## config.mk

```make
export PLATFORM = sky130hd
export DESIGN_NAME = fifo_flag_ctrl
export DESIGN_NICKNAME = d
export VERILOG_FILES = /design/src/rtl/fifo_flag_ctrl.sv
export SDC_FILE = /design/constraint.sdc
export NUM_CORES = 1
export LEC_CHECK = 0
export ABC_AREA = 1
export CORE_ASPECT_RATIO = 1.25
export CORE_MARGIN = 10
export CORE_UTILIZATION = 40
export DETAILED_ROUTE_END_ITERATION = 12
export HOLD_SLACK_MARGIN = 0.08
export PLACE_DENSITY = 0.69
export SYNTH_ARGS = -nofsm -noshare
export SYNTH_HDL_FRONTEND = slang
export SYNTH_SLANG_ARGS = --single-unit
```

## constraint.sdc

```tcl
create_clock -name clk -period 7.5 [get_ports clk]
set_clock_uncertainty 0.15 [all_clocks]
set_input_delay 1.5 -clock clk [delete_from_list [all_inputs] [get_ports clk]]
set_output_delay 1.5 -clock clk [all_outputs]
set_load 0.03 [all_outputs]
```

## src/rtl/fifo_flag_ctrl.sv

```systemverilog
// FIFO occupancy/flag controller: owns the RAM pointers and the occupancy count, and
// produces registered full/empty/almost flags with programmable hysteretic thresholds.
module fifo_flag_ctrl #(
    parameter int ADDR_W  = 4,
    parameter int AF_INIT = 10,
    parameter int AE_INIT = 2,
    parameter int HYST    = 1
) (
    input  logic              clk,
    input  logic              rst,
    input  logic              wr_en,
    input  logic              rd_en,
    input  logic              cfg_we,
    input  logic [ADDR_W:0]   cfg_af,
    input  logic [ADDR_W:0]   cfg_ae,
    input  logic              clr_err,
    output logic [ADDR_W-1:0] w_ptr,
    output logic [ADDR_W-1:0] r_ptr,
    output logic [ADDR_W:0]   count,
    output logic              wr_ack,
    output logic              rd_ack,
    output logic              full,
    output logic              empty,
    output logic              almost_full,
    output logic              almost_empty,
    output logic              overflow,
    output logic              underflow
);

    localparam int DEPTH = 2 ** ADDR_W;
    localparam int CW    = ADDR_W + 1;

    logic [CW-1:0] af_thr;
    logic [CW-1:0] ae_thr;
    logic [CW-1:0] cnt_n;

    // Set at cnt >= thr; release only once cnt drops below thr-HYST (floored at 0).
    function automatic logic af_eval(input logic [CW-1:0] cnt,
                                     input logic [CW-1:0] thr,
                                     input logic          cur);
        logic [CW:0] lo;
        lo = ({1'b0, thr} > (CW+1)'(HYST)) ? ({1'b0, thr} - (CW+1)'(HYST)) : '0;
        if (cnt >= thr)
            return 1'b1;
        if ({1'b0, cnt} < lo)
            return 1'b0;
        return cur;
    endfunction

    // Set at cnt <= thr; release only once cnt rises above thr+HYST (one extra bit, no wrap).
    function automatic logic ae_eval(input logic [CW-1:0] cnt,
                                     input logic [CW-1:0] thr,
                                     input logic          cur);
        logic [CW:0] hi;
        hi = {1'b0, thr} + (CW+1)'(HYST);
        if (cnt <= thr)
            return 1'b1;
        if ({1'b0, cnt} > hi)
            return 1'b0;
        return cur;
    endfunction

    // A read frees a slot in the same cycle, so a full FIFO still takes a paired write.
    assign rd_ack = rd_en & ~empty;
    assign wr_ack = wr_en & (~full | rd_ack);

    always_comb begin
        cnt_n = count;
        case ({wr_ack, rd_ack})
            2'b10:   cnt_n = count + CW'(1);
            2'b01:   cnt_n = count - CW'(1);
            default: cnt_n = count;
        endcase
    end

    always_ff @(posedge clk or posedge rst) begin
        if (rst) begin
            w_ptr        <= '0;
            r_ptr        <= '0;
            count        <= '0;
            full         <= 1'b0;
            empty        <= 1'b1;
            almost_full  <= 1'b0;
            almost_empty <= 1'b1;
            overflow     <= 1'b0;
            underflow    <= 1'b0;
            af_thr       <= CW'(AF_INIT);
            ae_thr       <= CW'(AE_INIT);
        end else begin
            if (wr_ack)
                w_ptr <= w_ptr + ADDR_W'(1);
            if (rd_ack)
                r_ptr <= r_ptr + ADDR_W'(1);
            count        <= cnt_n;
            full         <= (cnt_n == CW'(DEPTH));
            empty        <= (cnt_n == '0);
            // Flags on a cfg_we edge still see the old thresholds.
            almost_full  <= af_eval(cnt_n, af_thr, almost_full);
            almost_empty <= ae_eval(cnt_n, ae_thr, almost_empty);
            if (cfg_we) begin
                af_thr <= cfg_af;
                ae_thr <= cfg_ae;
            end
            overflow  <= (wr_en & ~wr_ack) | (overflow & ~clr_err);
            underflow <= (rd_en & ~rd_ack) | (underflow & ~clr_err);
        end
    end

endmodule
```

==> flow_summary.json, run 1 <==
{
  "status": "completed",
  "path_common_cell": "inv_1",
  "period_share": 0.677,
  "crit_path_cell_trace": "clkdlybuf4s50_1 -> inv_1 -> nor2_2 -> inv_1 -> nand2_1 -> nand2_1 -> inv_1 -> clkdlybuf4s50_1",
  "worstPathMaxFanout": 8,
  "portBuffers": 36,
  "synth_top_cell_area_share": 0.308,
  "core_area_um2": 4730,
  "dp_hpwl_um": 3340,
  "regArea_um2": 732,
  "synth_seq_cells": 29,
  "postSynthAreaPerCell_um2": 7.95,
  "p_per_area_nw_per_um2": 428,
  "crit_required_ns": 5.85,
  "arrival_ns": 3.43,
  "hold_viol": 0,
  "slew_violations": 0,
  "tns_ns": 0,
  "rsz0062_at_grt": "false",
  "slowest_delay_ns": 0.68,
  "worst_r2r_path_depth": 23,
  "postCtsResizedCells": 0,
  "clock_latency_ns": 0.29,
  "totalWireLength_um": 4140,
  "yosys_warnings": 0,
  "vias": 1649,
  "grt_max_degree": 30,
  "synthCells": 245,
  "ioPinCount": 37,
  "fp-row-count": 28,
  "place_ws_ns": 2.35,
  "tightest_slew_ns": 1.10,
  "criticalPathCategory": "in -> out",
  "grt_use_total": 0.110,
  "critPathLaunchType": "input port",
  "numCtsBuffers": 5,
  "ctsRootBufferMaster": "clkbuf_8",
  "syn-num-nets": 284,
  "area_growth_pct": 26.2,
  "grt_overflow": 0,
  "diodes": 0,
  "stdcell_count": 347,
  "drcViolationCount": 0,
  "die-width_um": 82.4,
  "multiInputGateArea_um2": 1060,
  "fin_nets": 325,
  "worst_hold_path_type": "reg -> reg",
  "routabilityCongestion": 0.818,
  "drive_gt1_frac": 0.108,
  "wl_per_cell_um": 11.9,
  "syn_area_um2": 1950,
  "synth.distinct_cells": 27,
  "r2r-end": "almost_empty",
  "antenna_found_initial": 0,
  "htree_levels": 2,
  "die_h_um": 98,
  "clk_path_buf_depth": 2,
  "cp_slowest_cell": "clkdlybuf4s50_1",
  "yosys.area.top_type": "dfrtp_1",
  "drt_iter0_markers": 97,
  "cp-endpoint": "wr_ack",
  "hold_buffers": 0,
  "layout_setup_ws_ns": 2.42,
  "synthTopCellsByArea": "dfrtp_1 31%, ha_1 15%, nand2_1 13%, dfstp_2 6.7%, inv_1 6.6%",
  "cts_setup_buffers": 0,
  "fmax_mhz": 197,
  "layout_min_cycle_time_ns": 5.08,
  "via_per_inst": 4.75,
  "p_leak_nw": 1.23,
  "first_pass_iters": 4,
  "placedCellCount": 339,
  "drtAntennaViolNets": 0,
  "timing.rr.start": "empty",
  "ff2ff_setup_slack_ns": 4.01,
  "grt_pass1_wl_um": 7130,
  "clk_pin_slew_ns": 0.06,
  "cap_violations": 0,
  "ir_worst_vdd_v": 0.000170,
  "crit_path_start": "rd_en",
  "die_area_um2": 8080,
  "crit_path_end_kind": "primary output",
  "yosysSeqAreaShare": 0.376,
  "cts_tree": "built",
  "setup_viol": 0,
  "first_global_vias": 1710,
  "slew_headroom": 0.266,
  "start_util": 0.412,
  "fillCellCount": 466,
  "cts.sinks": 29
}
==> flip-flops by register name, indices dropped and copies added (netlist names) <==
signal / count
full: 1
r_ptr: 4
w_ptr: 4
ae_thr: 5
count: 5
af_thr: 5
overflow: 1
empty: 1
almost_empty: 1
underflow: 1
almost_full: 1
==> area by class of cell <==
class / count / area share
clock buffer: 6 / 0.0295
inverter: 38 / 0.0580
multi-input combinational: 176 / 0.433
timing repair buffer: 36 / 0.147
sequential: 29 / 0.298
tap: 60 / 0.0305
clock inverter: 2 / 0.00407
==> critical path: cells and delay by family <==
kind	cells	cell delay [ns]
simple gates	3	0.46
buf+inv	5	1.46
==> routing by layer <==
layer | up-vias | track usage | wire (um)
met5 | - | 0 | 0
met4 | 0 | 0.0433 | 61
met3 | 5 | 0.0404 | 294
met2 | 44 | 0.185 | 1950
met1 | 740 | 0.119 | 1830
li1 | 860 | - | -
==> worst min path at each step <==
| stage | end | startpoint | slack (ns) | cells after the start |
|---|---|---|---|---|
| global placement | almost_empty | almost_empty | 0.30 | 2 |
| floorplan | ae_thr[1] | ae_thr[1] | 0.33 | 2 |
| global route | w_ptr[3] | w_ptr[3] | 0.34 | 1 |
| finish | almost_empty | almost_empty | 0.31 | 2 |
| detailed placement | almost_empty | almost_empty | 0.30 | 2 |
| CTS | almost_empty | almost_empty | 0.31 | 2 |
==> power breakdown <==
part | switching [mW] | total (mW) | internal (mW)
Combinational | 0.392 | 0.659 | 0.267
Sequential | 0.0523 | 0.269 | 0.216
Clock | 0.0605 | 0.125 | 0.0641
==> stage by stage <==
stage                     power (mW)  instance area (um^2)  hold WS (ns)  utilization
after floorplan                0.727                  1950         0.334            -
after global placement         0.922                  2370         0.302        0.502
after detailed placement       0.936                  2370         0.304        0.502
after CTS                       1.07                  2460         0.314        0.520
after global routing            1.16                  2460         0.342        0.520
final                           1.05                  2460         0.310        0.520
==> placed cells by master (no fill, tap or decap) <==
master           count
nand3_2              4
nand4_1              2
nor3_1               3
o21ai_1              2
nor2_4               1
nand2_2              6
a21o_1               2
clkbuf_8             5
nor2_1              11
inv_2                4
a21oi_1              6
o32a_1               1
o21bai_1             2
xor2_1               5
xnor2_1              7
nand3b_1             1
clkbuf_1             1
nor2_2               2
dfrtp_1             24
dfstp_2              5
o22ai_1              1
ha_1                23
nand2_1             66
nand3_1             15
inv_1               34
clkinv_2             2
or2_2                2
o21ai_0             13
o21a_1               1
clkdlybuf4s50_1     36
==> cell families (layout without fill, tap and decap cells) <==
logic type                 count (synthesis)  in the layout  share of synthesized area
AOI/OAI and AO/OA                         28             28                     0.0816
xor gates and xnor gates                  12             12                     0.0540
adders and majority gates                 23             23                      0.148
buffers and inverters                     40             82                     0.0771
DFF                                       29             29                      0.376
and+or+nand+nor                          113            113                      0.263
==> cell usage after synthesis, drive strengths merged <==
cell type / n
nand3b: 1
o21bai: 2
dfrtp: 24
o21a: 1
o32a: 1
a21o: 2
nor2: 14
o22ai: 1
ha: 23
o21ai: 15
a21oi: 6
dfstp: 5
clkbuf: 2
or2: 2
inv: 38
nand4: 2
xnor2: 7
nand2: 72
xor2: 5
nand3: 19
nor3: 3
Power figures use the tool's default switching activity.
==> inputs of run 2 (changes only) <==
- clock period: 7.5 -> 4.92 ns (I/O delays scaled with it)
==> flow_summary.json, run 2 (synthesis gave the netlist of run 1 again) <==
{
  "status": "completed",
  "diodes": 0,
  "die_area_um2": 8080,
  "placedCellCount": 341,
  "arrival_ns": 4.23,
  "cts.sinks": 29,
  "layout_commonest_cell": "nand2_1",
  "die-width_um": 82.4,
  "hold_viol": 0,
  "grt_max_degree": 30,
  "criticalPathCategory": "in -> reg",
  "core_area_um2": 4730,
  "grt_use_total": 0.108,
  "antenna_found_initial": 0,
  "crit_required_ns": 4.99,
  "clk_pin_slew_ns": 0.07,
  "area_growth_pct": 28.0,
  "drive_gt1_frac": 0.118,
  "reg_top3": "ae_thr: 5 flops, af_thr: 5 flops, count: 5 flops",
  "rsz0062_at_grt": "false",
  "fin_nets": 327,
  "wl_per_cell_um": 12.3,
  "tightest_slew_ns": 1.12,
  "totalWireLength_um": 4290,
  "drt_iter0_markers": 70,
  "slew_violations": 0,
  "whs_ns": 0.318,
  "worstPathMaxFanout": 6,
  "final_cell_mix": "66 x nand2_1, 36 x clkdlybuf4s50_1, 34 x inv_1",
  "slew_headroom": 0.251,
  "grt_pass1_wl_um": 7200,
  "clock_latency_ns": 0.28,
  "p_per_area_nw_per_um2": 662,
  "cts_tree": "built",
  "cts_setup_buffers": 0,
  "hold_buffers": 0,
  "cap_violations": 0,
  "portBuffers": 36,
  "ctsRootBufferMaster": "clkbuf_8",
  "htree_levels": 2,
  "fillCellCount": 459,
  "p_leak_nw": 1.25,
  "clk_path_buf_depth": 2,
  "numCtsBuffers": 5,
  "dp_hpwl_um": 3410,
  "first_pass_iters": 4,
  "grt_overflow": 0,
  "critPathLaunchType": "input port",
  "routabilityCongestion": 0.818,
  "postCtsResizedCells": 0,
  "setup_viol": 0,
  "fp-row-count": 28,
  "period_share": 0.846,
  "fmax_mhz": 240,
  "die_h_um": 98,
  "ir_worst_vdd_v": 0.000248,
  "crit_path_end_kind": "flop",
  "ioPinCount": 37,
  "start_util": 0.412,
  "drtAntennaViolNets": 0,
  "stdcell_count": 349,
  "vias": 1644,
  "tns_ns": 0,
  "via_per_inst": 4.71,
  "layout_min_cycle_time_ns": 4.16,
  "drcViolationCount": 0,
  "worst_hold_path_type": "reg -> reg",
  "first_global_vias": 1694
}
## run 2: changes by cell type in the layout (fill, tap and decap cells not counted), sizes merged
cell / change
clkinv: -1
buf: +2
clkbuf: +1
## run 2: stage by stage
step	util	setup slack (ns)	instance area, um^2	power [mW]
floorplan	-	0.924	1950	1.11
global placement	0.505	0.651	2390	1.42
detailed placement	0.505	0.489	2390	1.44
CTS	0.527	0.768	2490	1.67
global route	0.527	0.473	2490	1.81
finish	0.527	0.760	2490	1.65
## run 2: report_power, final
part           leakage, nW  switching, mW  internal, mW  total (mW)
clock               0.0542         0.0907         0.126       0.217
combinational        0.849          0.603         0.416        1.02
sequential           0.343         0.0829         0.330       0.413
## run 2: layout make-up
cell class	instances	area, um^2	share of cell area
multi-input cells	176	1060	0.427
flip-flops and latches	29	732	0.294
repair buffers	38	375	0.151
inverters	38	143	0.0573
clock buffers	7	96.3	0.0387
well taps	60	75.1	0.0301
clock inverters	1	5.00	0.00201
## run 2: path summary, 6_finish.rpt
check,start,endpoint,slack (ns),depth (start not counted)
worst max-delay path,rd_en,almost_empty,0.76,25
worst min-delay path,w_ptr[3],w_ptr[3],0.32,1
worst max register to register,empty,almost_empty,1.47,24
worst min register to register,w_ptr[3],w_ptr[3],0.32,1
max in group asynchronous,rst,af_thr[4],2.80,2
min in group asynchronous,rst,w_ptr[0],1.15,2
## run 2: critical path: stages
cell and delay (ns):
clkdlybuf4s50_1 0.48, inv_1 0.05, nor2_2 0.10, inv_1 0.08, nand2_1 0.06, nand2_1 0.13, ha_1 0.34, nor2_2 0.19
nor2_4 0.06, ha_1 0.17, inv_1 0.05, nand2_1 0.08, nand2_1 0.09, nand2_1 0.05, o22ai_1 0.40, ha_1 0.35
inv_1 0.06, o21bai_1 0.09, nand3_1 0.10, nand3_2 0.08, nand2_1 0.06, nand2_1 0.04, nand2_1 0.05, nand2_1 0.04
nand2_1 0.05
## run 2: layer usage
layer	up-vias	GRT usage	routed length (um)
li1	864	-	-
met1	734	0.124	1920
met2	40	0.185	2060
met3	6	0.0339	267
met4	0	0.0262	41
met5	-	0	0
==> inputs of run 3 (changes only) <==
- clock period: 4.92 -> 4.2 ns (I/O delays scaled with it)
==> flow_summary.json, run 3 (synthesis gave the netlist of run 1 again) <==
{
  "crit_path_end_kind": "flop",
  "slew_headroom": 0.273,
  "drtAntennaViolNets": 0,
  "design_area_um2": 2510,
  "dpl_cell_area_um2": 2400,
  "drt_iter0_markers": 43,
  "stdcell_count": 351,
  "ir_worst_vdd_v": 0.000329,
  "placedCellCount": 343,
  "cts_setup_buffers": 0,
  "via_per_inst": 4.75,
  "postCtsResizedCells": 0,
  "cts.sinks": 29,
  "grt_pass1_wl_um": 7310,
  "tns_ns": 0,
  "vias": 1668,
  "cap_violations": 0,
  "regArea_um2": 732,
  "fin_nets": 329,
  "diodes": 0,
  "clk_pin_slew_ns": 0.07,
  "hold_buffers": 0,
  "hold_viol": 0,
  "die-width_um": 82.4,
  "die_area_um2": 8080,
  "p_per_area_nw_per_um2": 781,
  "area_growth_pct": 28.7,
  "layout_commonest_cell": "nand2_1",
  "first_global_vias": 1675,
  "dp_hpwl_um": 3440,
  "arrival_ns": 3.80,
  "period_share": 0.890,
  "status": "completed",
  "totalWireLength_um": 4290,
  "p_leak_nw": 1.26,
  "drcViolationCount": 0,
  "crit_required_ns": 4.26,
  "die_h_um": 98,
  "place_ws_ns": 0.200,
  "final_util": 0.530,
  "fmax_mhz": 268,
  "fillCellCount": 461,
  "grt_overflow": 0,
  "slew_violations": 0,
  "setup_viol": 0,
  "drive_gt1_frac": 0.124,
  "cts_tree": "built",
  "worst_hold_path_type": "reg -> reg",
  "clock_latency_ns": 0.29,
  "multiInputGateArea_um2": 1060,
  "fp-row-count": 28,
  "final_cell_mix": "66 x nand2_1, 36 x clkdlybuf4s50_1, 34 x inv_1",
  "reg_top3": "ae_thr: 5 flops, af_thr: 5 flops, count: 5 flops",
  "routabilityCongestion": 0.873,
  "numCtsBuffers": 5,
  "antenna_found_initial": 0,
  "wl_per_cell_um": 12.2,
  "grt_max_degree": 30,
  "tightest_slew_ns": 1.09,
  "criticalPathCategory": "in -> reg",
  "first_pass_iters": 4,
  "htree_levels": 2,
  "grt_use_total": 0.112,
  "critPathLaunchType": "input port",
  "layout_min_cycle_time_ns": 3.74,
  "start_util": 0.412,
  "portBuffers": 36,
  "core_area_um2": 4730,
  "ctsRootBufferMaster": "clkbuf_8",
  "layout_setup_ws_ns": 0.463,
  "rsz0062_at_grt": "false",
  "worstPathMaxFanout": 6,
  "ioPinCount": 37,
  "clk_path_buf_depth": 2
}
[run 3: cell count changes in the layout (fill, tap and decap cells not counted), sizes merged]
cell  before  now
buf        2    4
[run 3: path summary, 6_finish.rpt]
kind | start | endpoint | slack, ns | cells after the start
max | rd_en | almost_empty | 0.46 | 25
min | w_ptr[3] | w_ptr[3] | 0.32 | 1
max reg2reg | empty | almost_empty | 1.02 | 24
min reg2reg | w_ptr[3] | w_ptr[3] | 0.32 | 1
max in group asynchronous | rst | ae_thr[4] | 2.26 | 2
min in group asynchronous | rst | count[4] | 0.98 | 2
[run 3: routing by layer]
layer / up-vias / track usage / share of wire
li1: 870 / - / -
met1: 746 / 0.126 / 0.43
met3: 9 / 0.0376 / 0.074
met5: - / 0 / 0
met2: 43 / 0.184 / 0.47
met4: 0 / 0.0499 / 0.025
[run 3: layout make-up]
class	count	share of cell area
clock buffers	7	0.0384
clock inverters	1	0.00200
inverters	38	0.0569
multi-input cells	176	0.425
flip-flops and latches	29	0.292
well taps	60	0.0300
repair buffers	40	0.156
[run 3: power breakdown]
part,leakage [nW],total [mW],internal (mW),switching [mW]
clock network,0.0542,0.258,0.148,0.110
registers,0.343,0.483,0.386,0.0968
logic,0.859,1.22,0.502,0.716
total,1.26,1.96,1.04,0.922
[run 3: worst max-delay path, stage by stage]
cell and delay, ns:
clkdlybuf4s50_1 0.48, inv_1 0.05, nor2_2 0.09, inv_1 0.07
nand2_1 0.05, nand2_1 0.06, ha_1 0.29, nor2_2 0.18
nor2_4 0.06, ha_1 0.17, inv_1 0.05, nand2_1 0.08
nor2_1 0.12, o22ai_1 0.09, buf_4 0.18, ha_1 0.29
inv_1 0.04, o21bai_1 0.16, nand3_1 0.11, nand3_2 0.08
nand2_1 0.05, nand2_1 0.05, nand2_1 0.05, nand2_1 0.06
nand2_1 0.05
[run 3: stage by stage]
step,hold slack [ns],total power [mW]
after detailed placement,0.315,1.71
after global routing,0.339,2.14
after floorplan,0.334,1.30
final,0.323,1.96
after global placement,0.307,1.68
after CTS,0.325,1.98
